[config.mk]
export PLATFORM = sky130hd
export DESIGN_NAME = iomem_initiator
export DESIGN_NICKNAME = d
export VERILOG_FILES = /design/src/rtl/iomem_initiator.sv
export SDC_FILE = /design/constraint.sdc
export NUM_CORES = 1
export LEC_CHECK = 0
export BUFFER_PORTS_ARGS = -buffer_cell sky130_fd_sc_hd__buf_2
export CORE_MARGIN = 2
export CORE_UTILIZATION = 40
export DETAILED_ROUTE_END_ITERATION = 8
export HOLD_SLACK_MARGIN = 0.02
export PLACE_DENSITY_LB_ADDON = 0.15
export SLEW_MARGIN = 25
export SYNTH_ARGS = -nofsm -noshare
export SYNTH_HDL_FRONTEND = slang
export SYNTH_SLANG_ARGS = --single-unit
[constraint.sdc]
create_clock -name clk_i -period 3 [get_ports clk_i]
set_input_delay 0.15 -clock clk_i [delete_from_list [all_inputs] [get_ports clk_i]]
set_output_delay 0.15 -clock clk_i [all_outputs]
set_load 0.03 [all_outputs]
[src/rtl/iomem_initiator.sv]
// iomem_initiator: bus-master side of the iomem valid/ready port.
// One aligned word transaction per accepted LSU request, with timeout.
module iomem_initiator #(
    parameter int unsigned TIMEOUT_CYCLES = 64
) (
    input  logic        clk_i,
    input  logic        rst_n,
    input  logic        req_valid_i,
    output logic        req_ready_o,
    input  logic        req_we_i,
    input  logic [31:0] req_addr_i,
    input  logic [1:0]  req_size_i,
    input  logic        req_unsigned_i,
    input  logic [31:0] req_wdata_i,
    output logic        resp_valid_o,
    output logic [31:0] resp_rdata_o,
    output logic [1:0]  resp_err_o,
    output logic [15:0] last_latency_o,
    output logic        iomem_valid_o,
    input  logic        iomem_ready_i,
    output logic [31:0] iomem_addr_o,
    output logic [3:0]  iomem_wstrb_o,
    output logic [31:0] iomem_wdata_o,
    input  logic [31:0] iomem_rdata_i
);

    typedef enum logic [1:0] {
        IDLE = 2'd0,
        BUS  = 2'd1,
        RESP = 2'd2
    } state_e;

    localparam logic [15:0] CNT_LAST = 16'(TIMEOUT_CYCLES - 1);

    state_e      state_q, state_d;
    logic        valid_q, valid_d;
    logic [31:0] addr_q, addr_d;
    logic [3:0]  wstrb_q, wstrb_d;
    logic [31:0] wdata_q, wdata_d;
    logic [1:0]  size_q, size_d;
    logic        uns_q, uns_d;
    logic        we_q, we_d;
    logic [1:0]  off_q, off_d;
    logic [15:0] cnt_q, cnt_d;
    logic [15:0] lat_q, lat_d;
    logic        rvalid_q, rvalid_d;
    logic [31:0] rdata_q, rdata_d;
    logic [1:0]  err_q, err_d;

    logic        misaligned;
    logic [3:0]  strb_new;
    logic [31:0] wdata_new;
    logic [31:0] lane;
    logic [31:0] load_ext;

    assign req_ready_o    = (state_q == IDLE);
    assign iomem_valid_o  = valid_q;
    assign iomem_addr_o   = addr_q;
    assign iomem_wstrb_o  = wstrb_q;
    assign iomem_wdata_o  = wdata_q;
    assign resp_valid_o   = rvalid_q;
    assign resp_rdata_o   = rdata_q;
    assign resp_err_o     = err_q;
    assign last_latency_o = lat_q;

    // Request decode: alignment check, byte-lane strobes, data replication.
    always_comb begin
        misaligned = 1'b0;
        strb_new   = 4'b0000;
        wdata_new  = req_wdata_i;
        unique case (req_size_i)
            2'd0: begin
                strb_new  = 4'b0001 << req_addr_i[1:0];
                wdata_new = {4{req_wdata_i[7:0]}};
            end
            2'd1: begin
                misaligned = req_addr_i[0];
                strb_new   = 4'b0011 << req_addr_i[1:0];
                wdata_new  = {2{req_wdata_i[15:0]}};
            end
            2'd2: begin
                misaligned = (req_addr_i[1:0] != 2'b00);
                strb_new   = 4'b1111;
            end
            default: begin
                misaligned = 1'b1;
            end
        endcase
        if (!req_we_i) begin
            strb_new = 4'b0000;
        end
    end

    // Load path: shift the addressed lane down, then sign/zero extend.
    always_comb begin
        lane     = iomem_rdata_i >> {off_q, 3'b000};
        load_ext = lane;
        unique case (size_q)
            2'd0: load_ext = uns_q ? {24'h0, lane[7:0]}
                                   : {{24{lane[7]}}, lane[7:0]};
            2'd1: load_ext = uns_q ? {16'h0, lane[15:0]}
                                   : {{16{lane[15]}}, lane[15:0]};
            default: load_ext = iomem_rdata_i;
        endcase
    end

    // Next-state and registered-output logic of the IDLE/BUS/RESP FSM.
    always_comb begin
        state_d  = state_q;
        valid_d  = valid_q;
        addr_d   = addr_q;
        wstrb_d  = wstrb_q;
        wdata_d  = wdata_q;
        size_d   = size_q;
        uns_d    = uns_q;
        we_d     = we_q;
        off_d    = off_q;
        cnt_d    = cnt_q;
        lat_d    = lat_q;
        rvalid_d = 1'b0;
        rdata_d  = rdata_q;
        err_d    = err_q;
        unique case (state_q)
            IDLE: begin
                if (req_valid_i) begin
                    if (misaligned) begin
                        state_d  = RESP;
                        rvalid_d = 1'b1;
                        rdata_d  = 32'h0;
                        err_d    = 2'b01;
                    end else begin
                        state_d = BUS;
                        valid_d = 1'b1;
                        addr_d  = {req_addr_i[31:2], 2'b00};
                        wstrb_d = strb_new;
                        wdata_d = wdata_new;
                        size_d  = req_size_i;
                        uns_d   = req_unsigned_i;
                        we_d    = req_we_i;
                        off_d   = req_addr_i[1:0];
                        cnt_d   = 16'h0;
                    end
                end
            end
            BUS: begin
                if (iomem_ready_i) begin
                    state_d  = RESP;
                    valid_d  = 1'b0;
                    rvalid_d = 1'b1;
                    rdata_d  = we_q ? 32'h0 : load_ext;
                    err_d    = 2'b00;
                    lat_d    = cnt_q;
                end else if (cnt_q == CNT_LAST) begin
                    state_d  = RESP;
                    valid_d  = 1'b0;
                    rvalid_d = 1'b1;
                    rdata_d  = 32'h0;
                    err_d    = 2'b10;
                end else if (cnt_q != 16'hFFFF) begin
                    cnt_d = cnt_q + 16'd1;
                end
            end
            RESP: begin
                state_d = IDLE;
            end
            default: begin
                state_d = IDLE;
                valid_d = 1'b0;
            end
        endcase
    end

    // State and output registers with synchronous active-low reset.
    always_ff @(posedge clk_i) begin
        if (!rst_n) begin
            state_q  <= IDLE;
            valid_q  <= 1'b0;
            addr_q   <= 32'h0;
            wstrb_q  <= 4'h0;
            wdata_q  <= 32'h0;
            size_q   <= 2'd0;
            uns_q    <= 1'b0;
            we_q     <= 1'b0;
            off_q    <= 2'd0;
            cnt_q    <= 16'h0;
            lat_q    <= 16'h0;
            rvalid_q <= 1'b0;
            rdata_q  <= 32'h0;
            err_q    <= 2'b00;
        end else begin
            state_q  <= state_d;
            valid_q  <= valid_d;
            addr_q   <= addr_d;
            wstrb_q  <= wstrb_d;
            wdata_q  <= wdata_d;
            size_q   <= size_d;
            uns_q    <= uns_d;
            we_q     <= we_d;
            off_q    <= off_d;
            cnt_q    <= cnt_d;
            lat_q    <= lat_d;
            rvalid_q <= rvalid_d;
            rdata_q  <= rdata_d;
            err_q    <= err_d;
        end
    end

endmodule

# Yosys cells after proc, flatten, opt, wreduce, memory -nomap -nowiden
# Cells that the tools add are included.
[word_totals]
reg_bits = 142
input_bits = 104
word_cells = 83
[op_classes]
addsub = 1
eq_ne = 14
n_shift = 3
mux = 38
n_bitwise = 2
reduce_logical = 11
[ops]
columns = ["cell", "count"]
rows = [
  ["$mux 32", 7],
  ["$pmux 32 s2", 3],
  ["$mux 16", 5],
  ["$pmux 16 s2", 1],
  ["$shr 32x5->16", 1],
  ["$add 16x1->16 const B", 1],
  ["$eq 16x6->1 const B", 1],
  ["$ne 16x16->1 const B", 1],
  ["$mux 2", 7],
  ["$pmux 4 s3", 1],
  ["$ne 2x2->1 const B", 5],
  ["$mux 1", 8],
  ["$pmux 2 s2", 2],
  ["$reduce_and 4->1", 2],
  ["$eq 2x1->1 const B", 3],
  ["$logic_not 2->1", 3],
  ["$pmux 1 s3", 2],
  ["$reduce_and 6->1", 1],
  ["$eq 2x2->1 const B", 2],
  ["$mux 4", 1],
  ["$reduce_and 2->1", 2],
  ["$reduce_bool 2->1", 2],
  ["$shl 1x2->4 const A", 1],
  ["$shl 2x2->4 const A", 1],
  ["other kinds (5)", 6],
]

# Depth between registers and ports, before layout
[logic_depth]
ltp_word = 6
ltp_mapped = 8

# Worst setup path after synthesis
# No wires, ideal clock.
[synth_path]
kind = "register -> register"
start = "reg cnt_q[0]"
end = "reg rdata_q[30] (netlist: resp_rdata_o[30])"
setup_ps = 117
t_arrival_ps = 2000
setup_slack_ps = 884
stages_incl_launch_ff = 9
path_buffers = 2
synth_period_minus_slack_ps = 2116
path_cell_list = "dfxtp_1 ha_1 nor3b_1 nand4_1 a311oi_2 nor2b_1 buf_6 buf_6 a22o_1"
[synth_between]
elab_chain_len = 3
[synth_lines]
columns = ["element", "line", "source"]
rows = [
  ["start: declaration", "44", "logic [15:0] cnt_q, cnt_d;"],
  ["start signal: assignment", "200", "cnt_q <= cnt_d;"],
  ["$eq 16x6->1", "153", "end else if (cnt_q == CNT_LAST) begin"],
  ["$ne 3x3->1 (no source line)", "-", ""],
  ["$reduce_and 4->1 (no source line)", "-", ""],
  ["end signal: assignment", "203", "rdata_q <= rdata_d;"],
  ["end: declaration", "47", "logic [31:0] rdata_q, rdata_d;"],
]
# Every way passes these cells.
# A chain may end at the register's enable or synchronous reset.

# Worst setup path after layout
[layout_path]
start = "reg cnt_q[1]"
end = "reg rdata_q[29] (netlist: resp_rdata_o[29])"
# Same word-level chain as after synthesis.

==> metrics.md <==
| Metric | Value |
|---|---|
| Outcome | completed |
| Hold Violations, Final | 0 |
| Min Tclk post-route | 2.438 ns |
| CP max stage cell | a311oi_2 |
| 1st-iter DRT viols | 357 |
| Max incr delay on CP | 0.55 ns |
| Area added between synthesis and finish | 34.26% |
| Initial antenna violation count | 3 |
| Design area | 8621 sq um |
| Post-synthesis register bit count | 142 |
| Die height | 130.7 um |
| Leakage | 3.815 nW |
| Nets | 1,087 |
| Starting density of the core | 40.72% |
| Cell row count | 46 |
| Share of cells above drive strength 1 | 27.90% |
| First-pass GRT wire length | 28,540 um |
| M1 GR Usage | 26.71% |
| Fill cell count | 1,541 |
| Crit-path max FO | 28 |
| CTS root buf | clkbuf_16 |
| Mean Syn Cell Area | 8.584 sq um |
| TNS Setup | 0 ns |
| Largest net degree at the start of global routing | 66 |
| Fin cells | 1,210 |
| Fin crit share | 81.25% |
| Worst reg2reg setup slack | 0.56 ns |
| Skew final | 0.006317 ns |
| GRT Total Usage | 21.03% |
| GR Layer Usage met3 | 7.777% |
| # clock sinks | 142 |
| Placed inst area | 7685 sq um |
| Drt via density | 5.053 |
| CTS Buf Count | 17 |
| Die area | 17,080 sq um |
| Mapped Area | 6421 sq um |
| Most frequent cells in the layout | 222 x buf_2, 195 x nand2_1, 142 x dfxtp_1, 72 x a21boi_0 |
| RSZ-0062 raised after global routing | no |
| Via count | 6,114 |
| Hold Path Class | in -> reg |
| TritonRoute pass-1 iters | 5 |
| GP Congestion | 0.7932 |
| # IOs | 225 |
| Final Max Tran Viols | 0 |
| R2R depth | 7 |
| Synth Instances | 748 |
| Placed cell count | 1,144 |
| Syn. warnings | 0 |
| Register area | 2843 sq um |
| Clk buf depth | 2 |
| Die X-Extent | 130.7 um |
| HPWL Detailed | 12,420 um |
| H-tree level count | 4 |
| Maximum vdd drop | 0.0004047 V |
| Final setup vio count | 0 |
| Crit Reg-Reg Endpoint | resp_rdata_o[29] |
| Synth unique cells | 50 |
| Number of enable flip-flop cells after synthesis | 0 |
| Reg-to-Reg Start | cnt_q[1] |
| Drt wl/cell | 15.01 um |
| Fmax | 410.3 MHz |
| GR Util met2 | 32.87% |
| Worst-margin pin slew | 0.7279 ns |
| CTS tree | built |
| Worst path cell trace | ha_1, nor3b_1, nand4_1, a311oi_2, nor2b_2, buf_4, a22o_1 |
| Ys flop type | dfxtp_1 |
| Seq/Total Area, Yosys | 44.27% |
| CP Launch Point | cnt_q[1] |
| Area taken by multi-input logic gates | 3314 sq um |
| WL final | 18,170 um |
| CP Class | reg -> reg |
| CP required | 3.31 ns |
| Crit. End Element | flip-flop |
| Number of routed nets with antenna violations | 0 |
| Clk_lat worst skew | 0.42 ns |
| Crit start category | flip-flop |
| Asr flop ratio synth | 0% |
| Worst setup path endpoint | resp_rdata_o[29] |
| Max Cap Viol | 0 |
| Commonest non-fill, non-tap cell in the layout | buf_2 |
| # DRC | 0 |
| Port-buffer cells | 222 |
| Critical path arrival | 2.74 ns |
| Grt ovf | 0 |
| Vias in the first global route | 5,654 |
| Clock slew at reported path FFs | 0.06 ns |
| Pwr dens | 553.5 nW/um^2 |
| CORE AREA | 15,770 sq um |
| Slew headroom | 51.06% |
| GR peak layer | met2 |
==> what timing repair did <==
item,in CTS,in global routing
endpoints found under the hold margin,35,0
setup buffers,0,0
hold buffers,35,0
resized for setup,0,0
==> report_power, final <==
group	switching [W]	internal, W	leakage [nW]
registers	0.0000375	0.00196	1.15
logic	0.000438	0.000257	2.39
clock network	0.000801	0.00128	0.273
total	0.00128	0.00350	3.81
==> synth_stat cells (all sizes together), types with 2 or more instances <==
library cell  count  share of area [%]
nand2           195                 11
dfxtp           142                 44
a21boi           73                8.6
clkbuf           38                2.2
mux2i            35                5.5
o21ai            25                1.9
a22o             24                3.3
buf              22                2.0
nand2b           21                2.0
a21oi            20                1.6
o211a            16                2.5
nor2             15               0.88
nand3            13                1.0
o31ai            11                1.3
o2bb2ai          10                1.4
a22oi             9                1.1
or4               9                1.1
nor3              8               0.62
nor2b             6               0.58
o221ai            6               0.82
inv               5               0.29
and4              4               0.55
o211ai            4               0.47
and2              3               0.29
and3              3               0.29
nand3b            3               0.35
nand4             3               0.29
nor3b             3               0.35
o2111ai           3               0.41
a21o              2               0.23
a31oi             2               0.29
mux2              2               0.35
nor4              2               0.19
or3               2               0.19
==> how the worst min path moves through the flow <==
stage                    from               end  slack, ns  cells past startpoint
2_1_floorplan  req_addr_i[10]  iomem_addr_o[10]       0.29                      2
3_3_place_gp    req_addr_i[9]   iomem_addr_o[9]       0.40                      3
3_5_place_dp    req_addr_i[3]   iomem_addr_o[3]       0.41                      3
4_1_cts        req_wdata_i[2]  iomem_wdata_o[2]       0.02                      3
5_1_grt        req_wdata_i[2]  iomem_wdata_o[2]       0.02                      3
6_report       req_wdata_i[2]  iomem_wdata_o[2]       0.03                      3
==> kinds of logic (layout without fill, tap and decap cells) <==
| kind of cell | Yosys count | count (layout) | synth area share (%) |
|---|---|---|---|
| buf+inv | 65 | 309 | 4.501 |
| mux | 38 | 38 | 6.157 |
| compound gates | 210 | 210 | 24.59 |
| flops | 142 | 142 | 44.27 |
| other cells | 1 | 3 | 0.05840 |
| fa+ha+maj | 1 | 1 | 0.1948 |
| simple gates | 291 | 291 | 20.23 |
==> stage by stage <==
step / hold slack (ns) / utilization (%) / power (W) / setup slack, ns
after global placement: 0.4036 / 48.73 / 0.002696 / 0.6870
after floorplan: 0.2949 / - / 0.002471 / 0.8836
after CTS: 0.02126 / 54.65 / 0.004828 / 0.5829
final: 0.03356 / 54.67 / 0.004772 / 0.5625
after detailed placement: 0.4089 / 48.73 / 0.002700 / 0.6053
after global routing: 0.02258 / 54.65 / 0.004963 / 0.3674
==> layer usage <==
| layer | wire [um] | vias to the layer above | part of all wire [%] |
|---|---|---|---|
| met1 | 7908 | 2788 | 44 |
| met2 | 8319 | 191 | 46 |
| met4 | 313 | 4 | 1.7 |
| li1 | - | 3104 | - |
| met5 | 22 | - | 0.12 |
| met3 | 1603 | 27 | 8.8 |
==> worst max-delay path, delay by kind of cell (launching register included) <==
kind / cells / cell delay (ns)
AND/OR/NAND/NOR: 3 / 0.54
buffers and inverters: 1 / 0.24
flip-flops: 1 / 0.43
AO/OA/AOI/OAI: 2 / 0.82
adder cells (fa/ha/maj): 1 / 0.28
==> registers in the layout, summed over array words and instances (netlist names) <==
signal          flops
cnt_q              16
iomem_addr_o       30
iomem_valid_o       1
iomem_wdata_o      32
iomem_wstrb_o       4
last_latency_o     16
off_q               2
resp_err_o          2
resp_rdata_o       32
resp_valid_o        1
size_q              2
state_q             2
uns_q               1
we_q                1
==> area by class of cell <==
| type | instances | area share, % |
|---|---|---|
| diodes | 1 | 0.02903 |
| clock buffers | 21 | 5.457 |
| clock inverters | 9 | 1.306 |
| inverters | 5 | 0.2177 |
| multi-input cells | 542 | 38.45 |
| flip-flops and latches | 142 | 32.98 |
| well taps | 216 | 3.135 |
| repair buffers | 274 | 18.43 |
Note: power is estimated with default switching activity, not from simulation.
